### src/rtl/calc_pkg.sv
// Shared calculator definitions: transmitter FSM states and default datapath width.
package calc_pkg;

  localparam int CALC_DATA_WIDTH = 32;

  typedef enum logic [1:0] {TX_IDLE, TX_LOADED, TX_SHIFT, TX_DONE} tx_state_t;

endpackage

### src/rtl/bit_timer.sv
// Bit-period divider: counts 0..BIT_CYCLES-1 while enabled and strobes tick on the
// terminal count so the shifter advances once per serial bit.
module bit_timer #(
  parameter int BIT_CYCLES = 1
) (
  input  logic clk,
  input  logic reset,
  input  logic clear,
  input  logic enable,
  output logic tick
);

  localparam int DW = $clog2(BIT_CYCLES + 1);
  localparam logic [DW-1:0] LAST = DW'(BIT_CYCLES - 1);

  logic [DW-1:0] div;

  assign tick = enable && (div == LAST);

  always_ff @(posedge clk or posedge reset) begin
    if (reset)                div <= '0;
    else if (clear || tick)   div <= '0;
    else if (enable)          div <= div + 1'b1;
  end

endmodule

### src/rtl/serial_transceiver.sv
// Captures a result word and shifts it out MSB-first, then pulses txDone for the controller.
// Define SERIAL_PARITY_EN to append an even-parity bit after the LSB.
module serial_transceiver
  import calc_pkg::*;
#(
  parameter int DATA_WIDTH = CALC_DATA_WIDTH,
  parameter int BIT_CYCLES = 1
) (
  input  logic                  clk,
  input  logic                  reset,
  input  logic [DATA_WIDTH-1:0] dataIn,
  input  logic                  sample,
  input  logic                  startTx,
  output logic                  txOut,
  output logic                  txValid,
  output logic                  txBusy,
  output logic                  txDone
);

`ifdef SERIAL_PARITY_EN
  localparam int TOTAL_BITS = DATA_WIDTH + 1;
`else
  localparam int TOTAL_BITS = DATA_WIDTH;
`endif
  localparam int BW = $clog2(DATA_WIDTH + 2);
  localparam logic [BW-1:0] BITS_INIT = BW'(TOTAL_BITS);

  tx_state_t             state, state_nxt;
  logic [TOTAL_BITS-1:0] shreg, shreg_nxt, capture_word;
  logic [BW-1:0]         bitcnt;
  logic                  load, start, tick;

`ifdef SERIAL_PARITY_EN
  // Parity rides in the LSB slot so it falls out right after the data LSB.
  assign capture_word = {dataIn, ^dataIn};
`else
  assign capture_word = dataIn;
`endif

  bit_timer #(.BIT_CYCLES(BIT_CYCLES)) u_timer (
    .clk    (clk),
    .reset  (reset),
    .clear  (start),
    .enable (state == TX_SHIFT),
    .tick   (tick)
  );

  always_comb begin
    state_nxt = state;
    load      = 1'b0;
    start     = 1'b0;
    shreg_nxt = shreg;
    case (state)
      TX_IDLE, TX_LOADED: begin
        if (sample) begin
          load      = 1'b1;
          state_nxt = TX_LOADED;
        end
        if (startTx && (sample || state == TX_LOADED)) begin
          start     = 1'b1;
          state_nxt = TX_SHIFT;
        end
      end
      TX_SHIFT: if (tick && bitcnt == BW'(1)) state_nxt = TX_DONE;
      TX_DONE:  state_nxt = TX_IDLE;
      default:  state_nxt = TX_IDLE;
    endcase
    if (load)                          shreg_nxt = capture_word;
    else if (state == TX_SHIFT && tick) shreg_nxt = shreg << 1;
  end

  // Outputs are decoded from next-state so they are registered yet aligned with it.
  always_ff @(posedge clk or posedge reset) begin
    if (reset) begin
      state   <= TX_IDLE;
      shreg   <= '0;
      bitcnt  <= '0;
      txOut   <= 1'b0;
      txValid <= 1'b0;
      txBusy  <= 1'b0;
      txDone  <= 1'b0;
    end else begin
      state <= state_nxt;
      shreg <= shreg_nxt;
      if (start)                          bitcnt <= BITS_INIT;
      else if (state == TX_SHIFT && tick) bitcnt <= bitcnt - 1'b1;
      txOut   <= (state_nxt == TX_SHIFT) && shreg_nxt[TOTAL_BITS-1];
      txValid <= (state_nxt == TX_SHIFT);
      txBusy  <= (state_nxt == TX_SHIFT) || (state_nxt == TX_DONE);
      txDone  <= (state_nxt == TX_DONE);
    end
  end

endmodule

### config.mk
export PLATFORM = sky130hd
export DESIGN_NAME = serial_transceiver
export DESIGN_NICKNAME = d
export VERILOG_FILES = /design/src/rtl/calc_pkg.sv /design/src/rtl/bit_timer.sv /design/src/rtl/serial_transceiver.sv
export SDC_FILE = /design/constraint.sdc
export NUM_CORES = 1
export LEC_CHECK = 0
export CAP_MARGIN = 20
export CORE_ASPECT_RATIO = 0.9
export CORE_MARGIN = 1
export CORE_UTILIZATION = 50
export CTS_CLUSTER_SIZE = 10
export DETAILED_ROUTE_END_ITERATION = 10
export GPL_TIMING_DRIVEN = 0
export MAX_ROUTING_LAYER = met4
export PLACE_DENSITY_LB_ADDON = 0.2
export SYNTH_ARGS = -nofsm -noshare
export SYNTH_HDL_FRONTEND = slang
export SYNTH_SLANG_ARGS = --single-unit
### constraint.sdc
create_clock -name clk -period 2.2 [get_ports clk]
set_clock_uncertainty 0.05 [all_clocks]
set_input_delay 0.33 -clock clk [delete_from_list [all_inputs] [get_ports clk]]
set_output_delay 0.33 -clock clk [all_outputs]
set_load 0.01 [all_outputs]
==> flow_summary.yaml <==
run_status:
  status: "finished, violations left"
  violations: "design-rule violations"
yosys:
  synthesis.area_mm2: 0.00215
  yosys_most_used_dff: "dfrtp_1"
  synth-simple-area-share: 0.211
  synth_top_family_by_area: "compound AO/OA/AOI/OAI gates"
  synthMuxAreaShare: 0.00465
  synth.avg_cell_area_um2: 10.1
  synthCells: 214
  synthAdderAreaFrac: 0.0116
  synth_edf_count: 0
  synth_xor_area_frac: 0.00814
  synth_nets: 252
  seq_area_frac_synth: 0.512
  postSynth.asyncResetShare: 1.00
  yosysWarnings: 0
  synth_cell_types: 32
  synth-seq-cells: 44
  synth_compound_area_frac: 0.212
power_and_ir_drop:
  powerDensity_mw_per_mm2: 1310
  ir_drop_mv: 0.595
  p_leak_nw: 1.12
worst_hold_path:
  hp-class: "input port to asynchronous set/reset pin"
timing:
  whs_ps: 321
  worstMarginPinSlew_ps: 484
  hold_viol: 0
  timing.final.ws_setup_ps: 172
  slew_headroom: 0.676
  fin_crit_sh: 0.922
  timing.fmax_mhz: 493
  drv_slew: 0
  grt_setup_unrepaired: "false"
  layout_min_cycle_time_ps: 2030
  setup_viol: 0
flow_run:
  cap_viol_max_count: 0
placed_design:
  numPortBuffers: 39
  hpwl_um: 3060
  post-place-ws_ps: -154
  place.gp.congestion: 0.803
  dp_cells: 302
finish:
  fillers: 352
  final_cells: 310
  finalNetCount: 299
  diodes: 0
  fin_util: 0.669
  syn_to_final_growth_pct: 27.5
  drive_gt1_frac: 0.122
  layout_common_cells: "dfrtp_1 (44), clkdlybuf4s50_1 (39), nand2_1 (35)"
  layout_commonest_cell: "dfrtp_1"
routing:
  wl_met3_um: 195
  dr.pass1.iters: 7
  viasPerCell: 5.57
  wl_met2_um: 1950
  route.detailed.drc: 1
  wirelength_um: 4350
  drt-initial-drc-count: 147
  wl_per_cell_um: 14.0
  vias: 1728
  maxUsedRoutingLayer: "met4"
  wl_met1_um: 2180
  antenna_left: 0
clocking:
  clk_pin_slew_worst_paths_ps: 90
  post-cts-setup-buffer-count: 0
  cts_num_sinks: 44
  clock_latency_ps: 290
  htree_levels: 2
  cts_buffer_depth: 2
  cts_tree: "built"
  cts_resized: 0
  cts-buffers-inserted: 5
  hold_buffers: 0
  clockRootBuffer: "clkbuf_8"
floorplanning:
  io_pins: 40
  fp.dieH_um: 64.2
  start_util: 0.524
  core_area_mm2: 0.00410
  dieArea_mm2: 0.00457
  rows: 22
  die_w_um: 71.1
setup_path:
  worstPathRequired_ps: 2360
  path_class: "input port to flip-flop"
  end_kind: "flip-flop"
  arrival_ps: 2190
  critPathLaunchType: "input port"
  cp_max_fo: 10
grt:
  grt_pass1_vias: 1611
  grt_first_pass_wirelength_um: 7610
  overflow: 0
  grt_max_degree: 45
  track_usage: 0.220
  antenna_found_initial: 0
## worst paths after layout
path	cells after the start	to	startpoint	slack, ps
max in group asynchronous	3	shreg[23]	reset	1570
hold reg to reg	1	bitcnt[4]	bitcnt[4]	450
setup / recovery	6	txOut	sample	170
min in group clk	1	bitcnt[4]	bitcnt[4]	450
setup reg to reg	6	txOut	state[1]	250
hold / removal	3	shreg[5]	reset	320
## cell families (layout without fill, tap and decap cells)
logic type,count (synthesis),after routing
adder cells (fa/ha/maj),2,2
multiplexers,1,1
flip-flops,44,44
AND/OR/NAND/NOR,87,87
buffers and inverters,22,70
XOR/XNOR,2,2
AO/OA/AOI/OAI,56,56
## routing by layer
layer	GRT usage	vias up
met5	-	-
met4	0.0525	0
met3	0.0379	4
met2	0.328	49
met1	0.315	809
li1	-	866
## where the power goes
| part | total, W | switching [W] | internal (W) |
|---|---|---|---|
| Combinational | 0.00150 | 0.000745 | 0.000750 |
| Sequential | 0.00145 | 0.000244 | 0.00120 |
| Clock | 0.000639 | 0.000267 | 0.000371 |
## registers in the layout, indices dropped and copies added (netlist names)
| register | cells |
|---|---|
| bitcnt | 6 |
| shreg | 32 |
| state | 2 |
| txDone | 1 |
| txOut | 1 |
| txValid | 1 |
| u_timer.div | 1 |
## through the flow
| step | TNS [ps] | instance area, µm² | power, W |
|---|---|---|---|
| after floorplan | 0 | 2150 | 0.00253 |
| after global placement | -3920 | 2600 | 0.00291 |
| after detailed placement | -439 | 2620 | 0.00296 |
| after CTS | 0 | 2740 | 0.00361 |
| after global routing | 0 | 2740 | 0.00387 |
| final | 0 | 2740 | 0.00358 |
## cell type report
cell class | count | area (µm²) | area share
timing repair buffer | 40 | 410 | 0.150
buffer | 16 | 66.3 | 0.0242
clock buffer | 6 | 82.6 | 0.0301
clock inverter | 2 | 38.8 | 0.0141
sequential | 44 | 1100 | 0.401
multi-input combinational | 148 | 961 | 0.350
inverter | 6 | 22.5 | 0.00821
tap | 48 | 60.1 | 0.0219
## critical path, cell delays in order
cell and delay [ps]:
clkdlybuf4s50_1 550, nor2b_1 230, clkbuf_1 320, clkbuf_1 390, a32oi_1 140, a211oi_1 230
## Yosys cell counts, drive strengths merged (2+ instances only)
cell type	n	share of area
o21ai	2	0.0047
nor4bb	2	0.0093
xnor2	2	0.0081
dfrtp	44	0.51
buf	3	0.0081
nand2	35	0.061
nand2b	16	0.047
a211oi	16	0.056
nor2b	16	0.047
ha	2	0.012
inv	6	0.010
a31oi	15	0.044
nor2	6	0.010
clkbuf	13	0.023
or2	4	0.012
o221a	15	0.079
o21bai	2	0.0070
or3	2	0.0058
Power figures use the tool's default switching activity.
==> RTL change 1, RTL diff (same settings) <==
The 4 states of `tx_state_t` get a Gray code encoding in 2 bits.
--- a/src/rtl/calc_pkg.sv
+++ b/src/rtl/calc_pkg.sv
@@ -4,5 +4,5 @@
   localparam int CALC_DATA_WIDTH = 32;
 
-  typedef enum logic [1:0] {TX_IDLE, TX_LOADED, TX_SHIFT, TX_DONE} tx_state_t;
+  typedef enum logic [1:0] {TX_IDLE = 2'b00, TX_LOADED = 2'b01, TX_SHIFT = 2'b11, TX_DONE = 2'b10} tx_state_t;
 
 endpackage
Behaviour: no difference found for any inputs over 10 cycles, from zero or initial values and one cycle with reset high; not proved beyond that.
==> RTL change 1 against the original RTL <==
Register-to-register slack improved by 0.28 ns. Final area fell by 5.2%. Setup slack improved by 0.36 ns. Synthesized area fell by 4.9%. Wire length fell by 7.5%. Sequential cell count rose by 1. Total power rose by 0.28%. Fmax rose by 22%. Combinational power rose by 8%. Via count fell by 1.8%.
==> RTL change 1: results (changes against the original RTL) <==
antenna violations before repair=0 (unchanged); syn nets=270 (+7.1%); Slew headroom=60.09% (-7.5 points); biggest regs=shreg: 32 flops, bitcnt: 6 flops, state: 2 flops; top post-synthesis cells by count=a21oi_1 (62), dfrtp_1 (45), nor2_1 (37); synth top area cells=dfrtp_1 (55%), a21oi_1 (15%), nor2_1 (6.8%), nand2_1 (6.4%), buf_2 (1.7%); vias per cell=5.222 (-6.3%); Async SR Flop Fraction=100.0% (unchanged); Crit Path Max Fanout=10 (unchanged); Max IR drop VDD=610.6 µV (+2.7%); CTS buffer count=5 (unchanged); CTS resizes=0 (unchanged); Final Wtd Congestion=0.7513 (-6.4%); drt initial violations=159 (+8.2%); final-report hold violation count=0 (unchanged); Residual DRC=0 (-1); Clock Latency Late Sink=0.31 ns (+0.02 ns); Overall Global Routing Usage=21.43% (-0.59 points); Yosys warnings=0 (unchanged); outcome=complete, no violations; Initial DRT Pass Iterations=5 (-2); vias in the first global route=1588 (-1.4%); wire per inst=12.38 µm (-12%); Leak=1.117 nW (about the same); largest net degree at the start of global routing=36 (-20%); IO Port Bufs=39 (unchanged); Yosys cell types=30 (-6.3%); Post CTS Setup Buffer Count=0 (unchanged); Root Buffer=clkbuf_8; HP Class=primary input to async pin; detailed placer's ending HPWL=2806 µm (-8.3%); clock tree buffer depth=2 (unchanged); nets@finish=317 (+6.0%); FILL cells=330 (-6.3%); first-pass GRT wire length=7182 µm (-5.6%); share of cells above drive strength 1=6.810% (-5.4 points); Seq/Total Area, Yosys=55.05% (+3.9 points); Placed Area=2514 µm² (-4.1%); WP data arrival=1.81 ns (-0.38 ns)
RTL change 1: final timing paths:
kind / start / endpoint / slack (ns) / depth (start not counted)
min: reset / shreg[10] / 0.22 / 2
min in group clk: bitcnt[4] / bitcnt[4] / 0.42 / 1
min reg2reg: bitcnt[4] / bitcnt[4] / 0.42 / 1
max in group asynchronous: reset / state[0] / 1.43 / 3
max reg2reg: u_timer.div / bitcnt[5] / 0.53 / 3
max: u_timer.div / bitcnt[5] / 0.53 / 3
RTL change 1: cells by family (layout without fill, tap and decap cells):
family                     count (synthesis)  in the layout  synth area share [%]
DFF                                       45             45                 55.05
xor gates and xnor gates                   1              1                0.4282
muxes                                      2              2                0.9786
AOI/OAI and AO/OA                         67             67                 17.31
and+or+nand+nor                           92             92                 20.37
buffers and inverters                     23             70                 4.648
adders and majority gates                  2              2                 1.223
RTL change 1: cell type report:
cell class	instances	area share [%]
buffer	16	2.647
clock buffer	7	3.321
timing repair buffer	40	15.78
inverter	7	1.011
multi-input combinational	164	31.71
sequential	45	43.31
tap	46	2.214
RTL change 1: per-stage QoR:
stage	instances	power (W)	utilization, %	setup slack (ns)	setup TNS, ns
2_1_floorplan	232	0.002656	-	0.6680	0
3_3_place_gp	317	0.003035	65.45	-0.1582	-7.064
3_5_place_dp	318	0.003084	65.98	0.2629	0
4_1_cts	325	0.003600	68.24	0.5352	0
5_1_grt	325	0.003915	68.24	0.3564	0
6_report	325	0.003591	68.24	0.5327	0
RTL change 1: critical path, cell delays in order, from the launching register on:
cell	delay, ns
dfrtp_1	0.43
nand3b_2	0.35
o41a_1	0.41
or3_1	0.31
RTL change 1: per-layer routing:
layer / vias up / wire length [µm] / track usage [%]
met2: 28 / 1822 / 29.61
met5: - / 0 / -
li1: 864 / - / -
met3: 8 / 138 / 4.355
met4: 0 / 87 / 9.949
met1: 797 / 1976 / 30.29
RTL change 1: where the power goes:
part	leakage, nW	switching [W]	internal, W
combinational	0.533	0.000901	0.000720
clock	0.0443	0.000274	0.000249
sequential	0.539	0.000209	0.00124
total	1.12	0.00138	0.00221
==> RTL change 2, RTL diff (config.mk and constraints unchanged) <==
Made on the original files. Build with the macro `SERIAL_PARITY_EN` defined.
--- a/src/rtl/serial_transceiver.sv
+++ b/src/rtl/serial_transceiver.sv
@@ -1,4 +1,6 @@
 // Captures a result word and shifts it out MSB-first, then pulses txDone for the controller.
 // Define SERIAL_PARITY_EN to append an even-parity bit after the LSB.
+`define SERIAL_PARITY_EN
+
 module serial_transceiver
   import calc_pkg::*;
Formal check against the unedited RTL: no difference found for any inputs over 10 cycles, from zero or initial values and one cycle with reset high; that may be too few to reach the edited logic, so the function may still have changed.
==> RTL change 2 against the original RTL <==
Setup slack better by 0.25 ns. Sequential cell count up 1. Final cell count up 6.5%. Wire length fell by 1.7%. Largest cell class unchanged. Non-clock buffer count is 5 lower. Final area up 4.3%. Count of clock-buffer cells in the layout is 1 lower. Total power is 5.2% lower. Synthesized area up 6.7%. Hold slack improved by 0.015 ns.
==> RTL change 2: results (changes against the original RTL) <==
nets@finish=309 (+3.3%); WL met2=2016 µm (+3.3%); share of cells above drive strength 1=5.185% (-7.0 points); reg2reg setup slack=0.53 ns (+0.28 ns); reg-to-reg startpoint=state[1]; Placed Area=2788 µm² (+6.3%); Root Buffer=clkbuf_8; outcome=complete, no violations; clock-pin slew on the worst setup and hold paths=0.08 ns; first-pass GRT wire length=7182 µm (-5.6%); vias per cell=5.021 (-9.9%); synth top area cells=dfrtp_1 (49%), mux2i_1 (14%), xnor2_1 (11%), o21ai_0 (7.0%), nand2_1 (6.2%); average size of a mapped cell=10.24 µm² (+1.9%); Routed WL=4275 µm (-1.7%); CTS resizes=0 (unchanged); CP max stage delay=0.47 ns (-0.08 ns); CP top delay family=buffers and inverters; Max IR drop VDD=653.1 µV (+9.8%); detailed placer's ending HPWL=3254 µm (+6.4%); HP Class=primary input to async pin; top post-synthesis cells by count=dfrtp_1 (45), nand2_1 (38), mux2i_1 (33); WP data arrival=1.93 ns (-0.26 ns); Yosys cell types=20 (-38%); Final Wtd Congestion=0.7653 (-4.6%); largest net degree at the start of global routing=25 (-44%); metal3 WL=134 µm (-31%); worst reg2reg endpoint=shreg[12]; Residual DRC=0 (-1); biggest regs=shreg: 33 flops, bitcnt: 6 flops, state: 2 flops; clock tree buffer depth=2 (unchanged); drt initial violations=52 (-65%); Inst Count DP=324 (+7.3%); Initial DRT Pass Iterations=4 (-3); IO Port Bufs=39 (unchanged); vias in the first global route=1598 (-0.81%); Non-Filler Instances=330 (+6.5%); Seq/Total Area, Yosys=49.07% (-2.1 points); tightest hold margin=0.3362 ns (+0.01511 ns); slowest CP cell=clkdlybuf4s50_1; r2r worst-path depth=5 (-1); Worst Max-Slew Pin Slew=0.5041 ns (+0.02024 ns); M1 WL=2053 µm (-5.6%); Leak=1.237 nW (+11%); Overall Global Routing Usage=20.37% (-1.6 points); syn nets=262 (+4.0%); Crit Path Max Fanout=10 (unchanged); CTS buffer count=5 (unchanged); worst slack at placement=0.1098 ns (+0.2643 ns)
RTL change 2: cell types whose count changed after synthesis, sizes merged, moves of 15 or more:
cell	before	now
mux2i	1	33
nor2b	16	1
xnor2	2	30
a31oi	15	0
o21ai	2	33
nand2b	16	1
o221a	15	0
a211oi	16	1
RTL change 2: how the worst max path moves through the flow:
| stage | from | to | slack (ns) | cells past startpoint |
|---|---|---|---|---|
| final | sample | shreg[12] | 0.42 | 6 |
| after global routing | sample | shreg[2] | 0.28 | 6 |
| after CTS | sample | shreg[28] | 0.41 | 6 |
| after detailed placement | sample | shreg[12] | 0.11 | 6 |
| after global placement | reset | shreg[7] | -0.14 | 2 |
| after floorplan | state[1] | shreg[11] | 0.74 | 6 |
RTL change 2: power by group:
group / internal [W] / leakage [nW] / switching [W]
sequential: 0.00121 / 0.558 / 0.000227
clock: 0.000209 / 0.0399 / 0.000259
combinational: 0.000750 / 0.639 / 0.000743
total: 0.00217 / 1.24 / 0.00123
RTL change 2: area by class of cell:
type,count,area [µm²],area share [%]
buffer,11,56.30,1.968
inverter,4,15.01,0.5247
clock inverter,1,5.005,0.1749
sequential,45,1126,39.35
multi-input combinational,164,1097,38.35
timing repair buffer,40,417.9,14.60
tap,60,75.07,2.624
clock buffer,5,68.82,2.405
RTL change 2: routing by layer:
layer  track usage (%)  vias up
met5                 -        -
met4             7.212        0
met3             4.268        9
met2             32.64       28
met1             25.68      790
li1                  -      830
RTL change 2: kinds of logic (layout without fill, tap and decap cells):
group	after synthesis	after routing	share of synthesized area (%)
AO/OA/AOI/OAI	34	34	7.524
adder cells (fa/ha/maj)	2	2	1.090
XOR/XNOR	36	36	13.74
flip-flops	45	45	49.07
multiplexers	33	33	14.39
buffers and inverters	15	61	3.108
AND/OR/NAND/NOR	59	59	11.07
